$ cat src/rtl/packet_source.sv
// packet_source: generates fixed-length packets over a two-phase req/ack
// handshake. Each packet is a header flit (destination address) followed by
// body/tail flits carrying a payload; single-flit packets use type 2'b11.
//
// Ports:
//   clk          - clock, rising-edge active
//   reset        - asynchronous, active-low reset
//   enable       - allows a new packet to start (sampled only while idle)
//   ack          - two-phase acknowledge, one toggle per accepted flit
//   req          - two-phase request, one toggle per presented flit
//   data         - current flit, stable from its req toggle to its ack toggle
//   busy         - a packet is in flight
//   done         - MAX_PACKETS packets have completed (never if MAX_PACKETS=0)
//   packets_sent - completed-packet count, saturating at 16'hFFFF
//
// Build option: define PACKET_SOURCE_LFSR_EN to take payloads from a 16-bit
// Fibonacci LFSR (seed 16'hACE1 ^ ID) instead of a sequence counter.
module packet_source #(
  parameter int ID               = 0,
  parameter int DESTINATION      = 0,
  parameter int MAX_PACKETS      = 2,
  parameter int FLITS_PER_PACKET = 3,
  parameter int SIZE             = 8,
  parameter int DEST_BITS        = 4,
  parameter int GAP              = 0
) (
  input  logic            clk,
  input  logic            reset,
  input  logic            enable,
  input  logic            ack,
  output logic            req,
  output logic [SIZE-1:0] data,
  output logic            busy,
  output logic            done,
  output logic [15:0]     packets_sent
);

  localparam int PW = SIZE - 2;

  typedef enum logic [1:0] {S_IDLE, S_WAIT, S_GAP, S_DONE} state_t;

  state_t          state, state_nxt;
  logic            ack_old;
  logic            ack_received;
  logic [7:0]      flit_cnt;
  logic [7:0]      gap_cnt;
  logic [15:0]     pkt_inc;
  logic            idle_limit;
  logic            limit_hit;
  logic            last_flit;
  logic            start;
  logic            flit_adv;
  logic            pkt_end;
  logic [PW-1:0]   payload;
  logic [SIZE-1:0] header_flit;
  logic [SIZE-1:0] next_flit;

  assign ack_received = ack ^ ack_old;
  assign last_flit    = (flit_cnt == 8'(FLITS_PER_PACKET - 1));
  assign start        = (state == S_IDLE) && enable && !idle_limit;
  assign flit_adv     = (state == S_WAIT) && ack_received && !last_flit;
  assign pkt_end      = (state == S_WAIT) && ack_received && last_flit;

  always_comb begin
    pkt_inc    = (packets_sent == 16'hFFFF) ? packets_sent : packets_sent + 16'd1;
    idle_limit = (MAX_PACKETS != 0) && ({16'd0, packets_sent} >= 32'(MAX_PACKETS));
    limit_hit  = (MAX_PACKETS != 0) && ({16'd0, pkt_inc} >= 32'(MAX_PACKETS));
  end

  always_comb begin
    header_flit                  = '0;
    header_flit[DEST_BITS-1:0]   = DEST_BITS'(DESTINATION);
    header_flit[SIZE-1:SIZE-2]   = (FLITS_PER_PACKET == 1) ? 2'b11 : 2'b10;
    // the flit about to be driven is the tail when it is index FLITS_PER_PACKET-1
    next_flit = {(flit_cnt == 8'(FLITS_PER_PACKET - 2)) ? 2'b01 : 2'b00, payload};
  end

`ifdef PACKET_SOURCE_LFSR_EN
  localparam logic [15:0] SEED = 16'hACE1 ^ 16'(ID);

  logic [15:0]    lfsr, lfsr_nxt;
  logic [PW+15:0] lfsr_ext;

  // x^16+x^14+x^13+x^11+1; the payload is the freshly advanced state
  assign lfsr_nxt = {lfsr[14:0], lfsr[15] ^ lfsr[13] ^ lfsr[12] ^ lfsr[10]};
  assign lfsr_ext = {{PW{1'b0}}, lfsr_nxt};
  assign payload  = lfsr_ext[PW-1:0];

  always_ff @(posedge clk or negedge reset) begin
    if (!reset)        lfsr <= SEED;
    else if (flit_adv) lfsr <= lfsr_nxt;
  end
`else
  logic [PW-1:0] seq_cnt;

  assign payload = seq_cnt;

  always_ff @(posedge clk or negedge reset) begin
    if (!reset)        seq_cnt <= '0;
    else if (flit_adv) seq_cnt <= seq_cnt + PW'(1);
  end
`endif

  // state register
  always_ff @(posedge clk or negedge reset) begin
    if (!reset) state <= S_IDLE;
    else        state <= state_nxt;
  end

  // next-state logic
  always_comb begin
    state_nxt = state;
    case (state)
      S_IDLE: if (start) state_nxt = S_WAIT;
      S_WAIT: begin
        if (pkt_end) begin
          if (limit_hit)    state_nxt = S_DONE;
          else if (GAP > 0) state_nxt = S_GAP;
          else              state_nxt = S_IDLE;
        end
      end
      S_GAP:  if (gap_cnt == 8'(GAP - 1)) state_nxt = S_IDLE;
      S_DONE: state_nxt = S_DONE;
      default: state_nxt = S_IDLE;
    endcase
  end

  // state-decoded outputs
  always_comb begin
    busy = (state == S_WAIT);
    done = (state == S_DONE);
  end

  // handshake and flit datapath
  always_ff @(posedge clk or negedge reset) begin
    if (!reset) begin
      ack_old      <= 1'b0;
      req          <= 1'b0;
      data         <= '0;
      flit_cnt     <= '0;
      gap_cnt      <= '0;
      packets_sent <= '0;
    end else begin
      ack_old <= ack;
      if (start) begin
        req      <= ~req;
        data     <= header_flit;
        flit_cnt <= '0;
      end
      if (flit_adv) begin
        req      <= ~req;
        data     <= next_flit;
        flit_cnt <= flit_cnt + 8'd1;
      end
      if (pkt_end) begin
        packets_sent <= pkt_inc;
        gap_cnt      <= '0;
      end
      if (state == S_GAP) gap_cnt <= gap_cnt + 8'd1;
    end
  end

endmodule

$ cat config.mk
export PLATFORM = sky130hd
export DESIGN_NAME = packet_source
export DESIGN_NICKNAME = d
export VERILOG_FILES = /design/src/rtl/packet_source.sv
export SDC_FILE = /design/constraint.sdc
export NUM_CORES = 1
export LEC_CHECK = 0
export CAP_MARGIN = 20
export CORE_MARGIN = 4
export CORE_UTILIZATION = 41
export DETAILED_ROUTE_END_ITERATION = 12
export PLACE_DENSITY_LB_ADDON = 0.3
export SLEW_MARGIN = 10
export SYNTH_ARGS = -nofsm -noshare
export SYNTH_HDL_FRONTEND = slang
export SYNTH_SLANG_ARGS = --single-unit
$ cat constraint.sdc
create_clock -name clk -period 3.3 [get_ports clk]
set_input_delay 0.66 -clock clk [delete_from_list [all_inputs] [get_ports clk]]
set_output_delay 0.66 -clock clk [all_outputs]
set_load 0.03 [all_outputs]
==> results.cfg, run 1 <==
[global_route]
grt_max_degree = 33
antenna_found_initial = 0
grt_pass1_vias = 2159
grt_usage = 0.171
globalRouteOverflowTotal = 0
grt_pass1_wl_um = 10700

[routing]
drc = 0
wl_met3_um = 318
via_count = 2186
routed_via_density = 5.71
drt_iter0_drc = 159
ant_nets = 0
wire_per_inst_um = 15.3
route.top_layer_used = met4
finalWirelength_um = 5850
first_pass_iters = 4
wl_met1_um = 2850
wl_met2_um = 2610

[synth]
synth.most_common_cell = dfrtp_1
synth_area_per_cell_um2 = 9.51
ys_types = 42
ys.flop_type = dfrtp_1
syn-instance-count = 279
yosysWarnings = 0
ys_top_cells_by_count = 50 x dfrtp_1, 29 x nand2_1, 26 x o21ai_0, 18 x nor2_1
ys_ff_latch = 50
yosys.area.top_type_share = 0.472
synth.yosys.seq_area_share = 0.472
syn_area_um2 = 2650
synth_top_cell_by_area = dfrtp_1
syn_nets = 290
ys_async_sr_fraction = 1.00
synth_area_leaders = dfrtp_1 47%, o21ai_0 4.9%, nand2_1 4.1%
synth_edf_count = 0

[finish]
seq_area_um2 = 1250
final_nets = 316
multi_input_area_um2 = 1330
stdcell_count = 383
fillers = 606
postLayoutCoreUtil = 0.499
n_antenna_cell = 0
final_layout_size_suffix_gt1_frac = 0.0686
syn_to_final_growth_pct = 18.8

[timing]
hold_viol = 0
relSlewSlack = 0.604
setup-tns-final_ps = 0
slew_violations = 0
timing.final.crit_share = 0.804
clock.fmax_ghz = 0.377
rsz0062_at_grt = false
worst_clock_skew_ps = 10.4
holdWs_ps = 279
setup_viol = 0
worst_pin_slew_ps = 586
period_minus_slack_ps = 2650

[power]
p_total_mw = 2.44
power_leakage_nw = 1.36
peakVddDrop_mv = 0.554
power.density_nw_per_um2 = 776

[worst_setup_path]
crit_arrival_ps = 2870
setup.worst_path.end_class = flip-flop
worst_ep_required_time_ps = 3520
critPathMaxFanout = 14
startpoint_type = flip-flop
crit_type = flip-flop to flip-flop

[floorplanning]
start_util = 0.420
ios = 31
die_w_um = 88.4
die_y_um = 88.4
coreArea_um2 = 6310
dieArea_um2 = 7820
rows = 29

[worst_hold_path]
hold_path.class = input pin to async pin

[cts]
post_cts_buffers = 0
cts_resized = 0
cts_tree = built
clk-insertion-delay-late_ps = 300
cts_buffers = 5
cts_num_sinks = 50
ctsHtreeMaxLevel = 2
ctsHoldBuffers = 0
cts.path.max_buffers = 2
cts_root_buf = clkbuf_8
path_clk_slew_ps = 90

[place]
gp_congestion = 0.937
dp_cells = 375
port_buffers = 30
hpwl_um = 4090

[flow_run]
drv_cap = 0

[outcome]
status = complete, no violations
[worst paths after layout]
path | from | endpoint | slack [ps] | cells after the start
worst max-delay path | flit_cnt[5] | flit_cnt[2] | 650 | 6
worst min-delay path | reset | data[7] | 280 | 1
worst max register to register | flit_cnt[5] | flit_cnt[2] | 650 | 6
worst min register to register | req | req | 470 | 1
max in group asynchronous | reset | flit_cnt[4] | 2260 | 2
min in group clk | req | req | 470 | 1
[area by class of cell]
class                           count  share of cell area
Sequential cell                    50               0.397
Inverter                            4             0.00476
Multi-Input combinational cell    211               0.422
Clock inverter                      2              0.0191
Timing Repair Buffer               33               0.101
Clock buffer                        6              0.0262
Tap cell                           77              0.0306
[placed cells by master (no fill, tap or decap), types with 2 or more instances in the layout]
cell type        instances
dfrtp_1                 50
nand2_1                 29
clkdlybuf4s50_1         29
o21ai_0                 26
nor2_1                  18
nand3_1                 12
nand4_1                 12
xor2_1                  11
a21oi_1                 10
and3_1                  10
xnor2_1                  9
nor3_1                   9
a22o_1                   7
ha_1                     7
a31oi_1                  6
clkbuf_8                 6
nor4_1                   5
inv_1                    4
nor2b_1                  4
and4_1                   4
mux2_2                   4
buf_4                    3
and2_1                   2
or4_1                    2
nor2_4                   2
nand2b_1                 2
nand3b_1                 2
or3_1                    2
o2111ai_1                2
o21a_1                   2
bufinv_16                2
[registers in the layout (all words and copies together) (netlist names)]
signal        count
ack_old           1
data              8
flit_cnt          8
gap_cnt           8
packets_sent     16
payload           6
req               1
state             2
[metrics by stage]
step | setup slack (ps) | instance area, um2
2_1_floorplan | 787 | 2650
3_3_place_gp | 702 | 3010
3_5_place_dp | 650 | 3010
4_1_cts | 625 | 3150
5_1_grt | 414 | 3150
6_report | 646 | 3150
[power breakdown]
| part | leakage, nW | internal, mW | switching (mW) |
|---|---|---|---|
| Clock | 0.0714 | 0.323 | 0.206 |
| Combinational | 0.630 | 0.407 | 0.518 |
| Sequential | 0.657 | 0.786 | 0.205 |
| Total | 1.36 | 1.52 | 0.929 |
[layer usage]
layer	GRT usage	up-vias
met2	0.256	66
met5	0	-
met3	0.0438	10
li1	-	1065
met4	0.0481	0
met1	0.247	1045
[cell families (layout without fill, tap and decap cells)]
group | count (synthesis) | count (layout) | synth area share
mux | 5 | 5 | 0.0208
flops | 50 | 50 | 0.472
simple gates | 119 | 119 | 0.241
buf+inv | 18 | 45 | 0.0274
xor+xnor | 20 | 20 | 0.0660
fa+ha+maj | 7 | 7 | 0.0330
compound gates | 60 | 60 | 0.140
[critical path, cell delays in order, from the launching register on]
cell,delay [ps]
dfrtp_1,420
or4_1,530
or4b_4,570
nand3_1,270
and2_1,510
o21ai_0,170
o21ai_0,100
Power figures use the tool's default switching activity.
==> run 2: changes to the inputs <==
==> constraint.sdc (replaced) <==
create_clock -name clk -period 2.6 [get_ports clk]
set_input_delay 0.52 -clock clk [delete_from_list [all_inputs] [get_ports clk]]
set_output_delay 0.52 -clock clk [all_outputs]
set_load 0.03 [all_outputs]
==> results.cfg, run 2 (same netlist as run 1, synthesis figures left out) <==
[global_route]
globalRouteOverflowTotal = 0
grt_max_degree = 51
grt_use_met2 = 0.259
busiest_layer = met2
grt_pass1_vias = 2136
grt_usage = 0.162
grt_pass1_wl_um = 10000
gr-usage-met1 = 0.213
antenna_found_initial = 0
met3_usage = 0.0419

[cts]
ctsHoldBuffers = 0
cts.path.max_buffers = 2
cts_buffers = 5
cts_resized = 0
ctsHtreeMaxLevel = 2
post_cts_buffers = 0
cts_root_buf = clkbuf_8
clk-insertion-delay-late_ps = 310
path_clk_slew_ps = 100
cts_num_sinks = 50
cts_tree = built

[worst_setup_path]
crit_chain = or4_1 -> or4b_4 -> or2_4 -> nor2_4 -> and3_1 -> xor2_1
rrSetupSlack_ps = 160
crit_arrival_ps = 2670
max_stage_delay_ps = 570
crit_slowest_cell = or4b_4
reg2reg_from = flit_cnt[4]
rr_endpoint = packets_sent[9]
r2r_cells = 6
worst_ep_required_time_ps = 2840
setup.worst_path.end_class = flip-flop
critPathMaxFanout = 7
crit_type = flip-flop to flip-flop
startpoint_type = flip-flop

[finish]
n_antenna_cell = 0
largest_register_ffs = 16
layout_common_cells = 50 x dfrtp_1, 29 x nand2_1, 29 x clkdlybuf4s50_1, 26 x o21ai_0, 20 x buf_4
top_register = packets_sent
stdcell_count = 400
final_common_cell = dfrtp_1
syn_to_final_growth_pct = 22.6
final_layout_size_suffix_gt1_frac = 0.118
final_nets = 333

[timing]
slew_violations = 0
period_minus_slack_ps = 2440
worst_clock_skew_ps = 15.2
worst_pin_slew_ps = 625
setup-tns-final_ps = 0
timing.final.crit_share = 0.937
holdWs_ps = 291
clock.fmax_ghz = 0.411
rsz0062_at_grt = false
relSlewSlack = 0.583
setup_viol = 0
hold_viol = 0

[power]
power_leakage_nw = 1.43
peakVddDrop_mv = 0.721
power.density_nw_per_um2 = 942

[floorplanning]
rows = 29
dieArea_um2 = 7820
die_y_um = 88.4
die_w_um = 88.4
coreArea_um2 = 6310
ios = 31
start_util = 0.420

[routing]
routed_via_density = 5.60
drc = 0
finalWirelength_um = 5870
ant_nets = 0
via_count = 2239
wire_per_inst_um = 14.7
first_pass_iters = 5
drt_iter0_drc = 214

[place]
hpwl_um = 4270
dp_cells = 392
port_buffers = 30
gp_congestion = 0.962

[flow_run]
drv_cap = 0

[worst_hold_path]
hold_path.class = input pin to async pin

[outcome]
status = complete, no violations
## run 2: cell types whose count changed in the layout (fill, tap and decap cells not counted), sizes merged
cell,delta
buf,+17
bufinv,-1
clkbuf,-1
inv,+2
## run 2: final cells by class
class                      count  area (um2)
sequential                    50        1250
tap                           77        96.3
inverter                       4        15.0
multi-input combinational    211        1330
fill                         594        3060
clock buffer                   5        68.8
timing repair buffer          50         445
clock inverter                 3        47.5
## run 2: worst max-delay path, delay by kind of cell, from the launching register on
family	cells	cell delay, ps
XOR/XNOR	1	140
AND/OR/NAND/NOR	5	1810
flip-flops	1	410
## run 2: per-layer routing
metal  vias up  wire [um]
met2        62       2780
met3        11        277
met1      1059       2730
li1       1107          -
met4         0         87
met5         -          0
## run 2: per-stage QoR
stage | util | instance area, um2 | worst slack [ps] | power (mW)
finish | 0.515 | 3250 | 164 | 3.06
global route | 0.515 | 3250 | 50.9 | 3.28
CTS | 0.515 | 3250 | 159 | 3.09
detailed placement | 0.497 | 3140 | 180 | 2.51
global placement | 0.497 | 3140 | 222 | 2.50
floorplan | - | 2650 | 86.7 | 2.03
## run 2: power by group
part	total [mW]	internal [mW]	switching [mW]
Combinational	1.26	0.568	0.696
Clock	0.574	0.294	0.280
Sequential	1.22	0.997	0.228
Total	3.06	1.86	1.20
## run 2: worst max path at each step
stage | startpoint | slack [ps] | endpoint | cells past startpoint
3_3_place_gp | flit_cnt[5] | 220 | packets_sent[5] | 6
2_1_floorplan | packets_sent[1] | 90 | state[0] | 7
5_1_grt | flit_cnt[4] | 50 | packets_sent[9] | 6
3_5_place_dp | flit_cnt[4] | 180 | packets_sent[5] | 6
6_report | flit_cnt[4] | 160 | packets_sent[9] | 6
4_1_cts | flit_cnt[4] | 160 | packets_sent[9] | 6
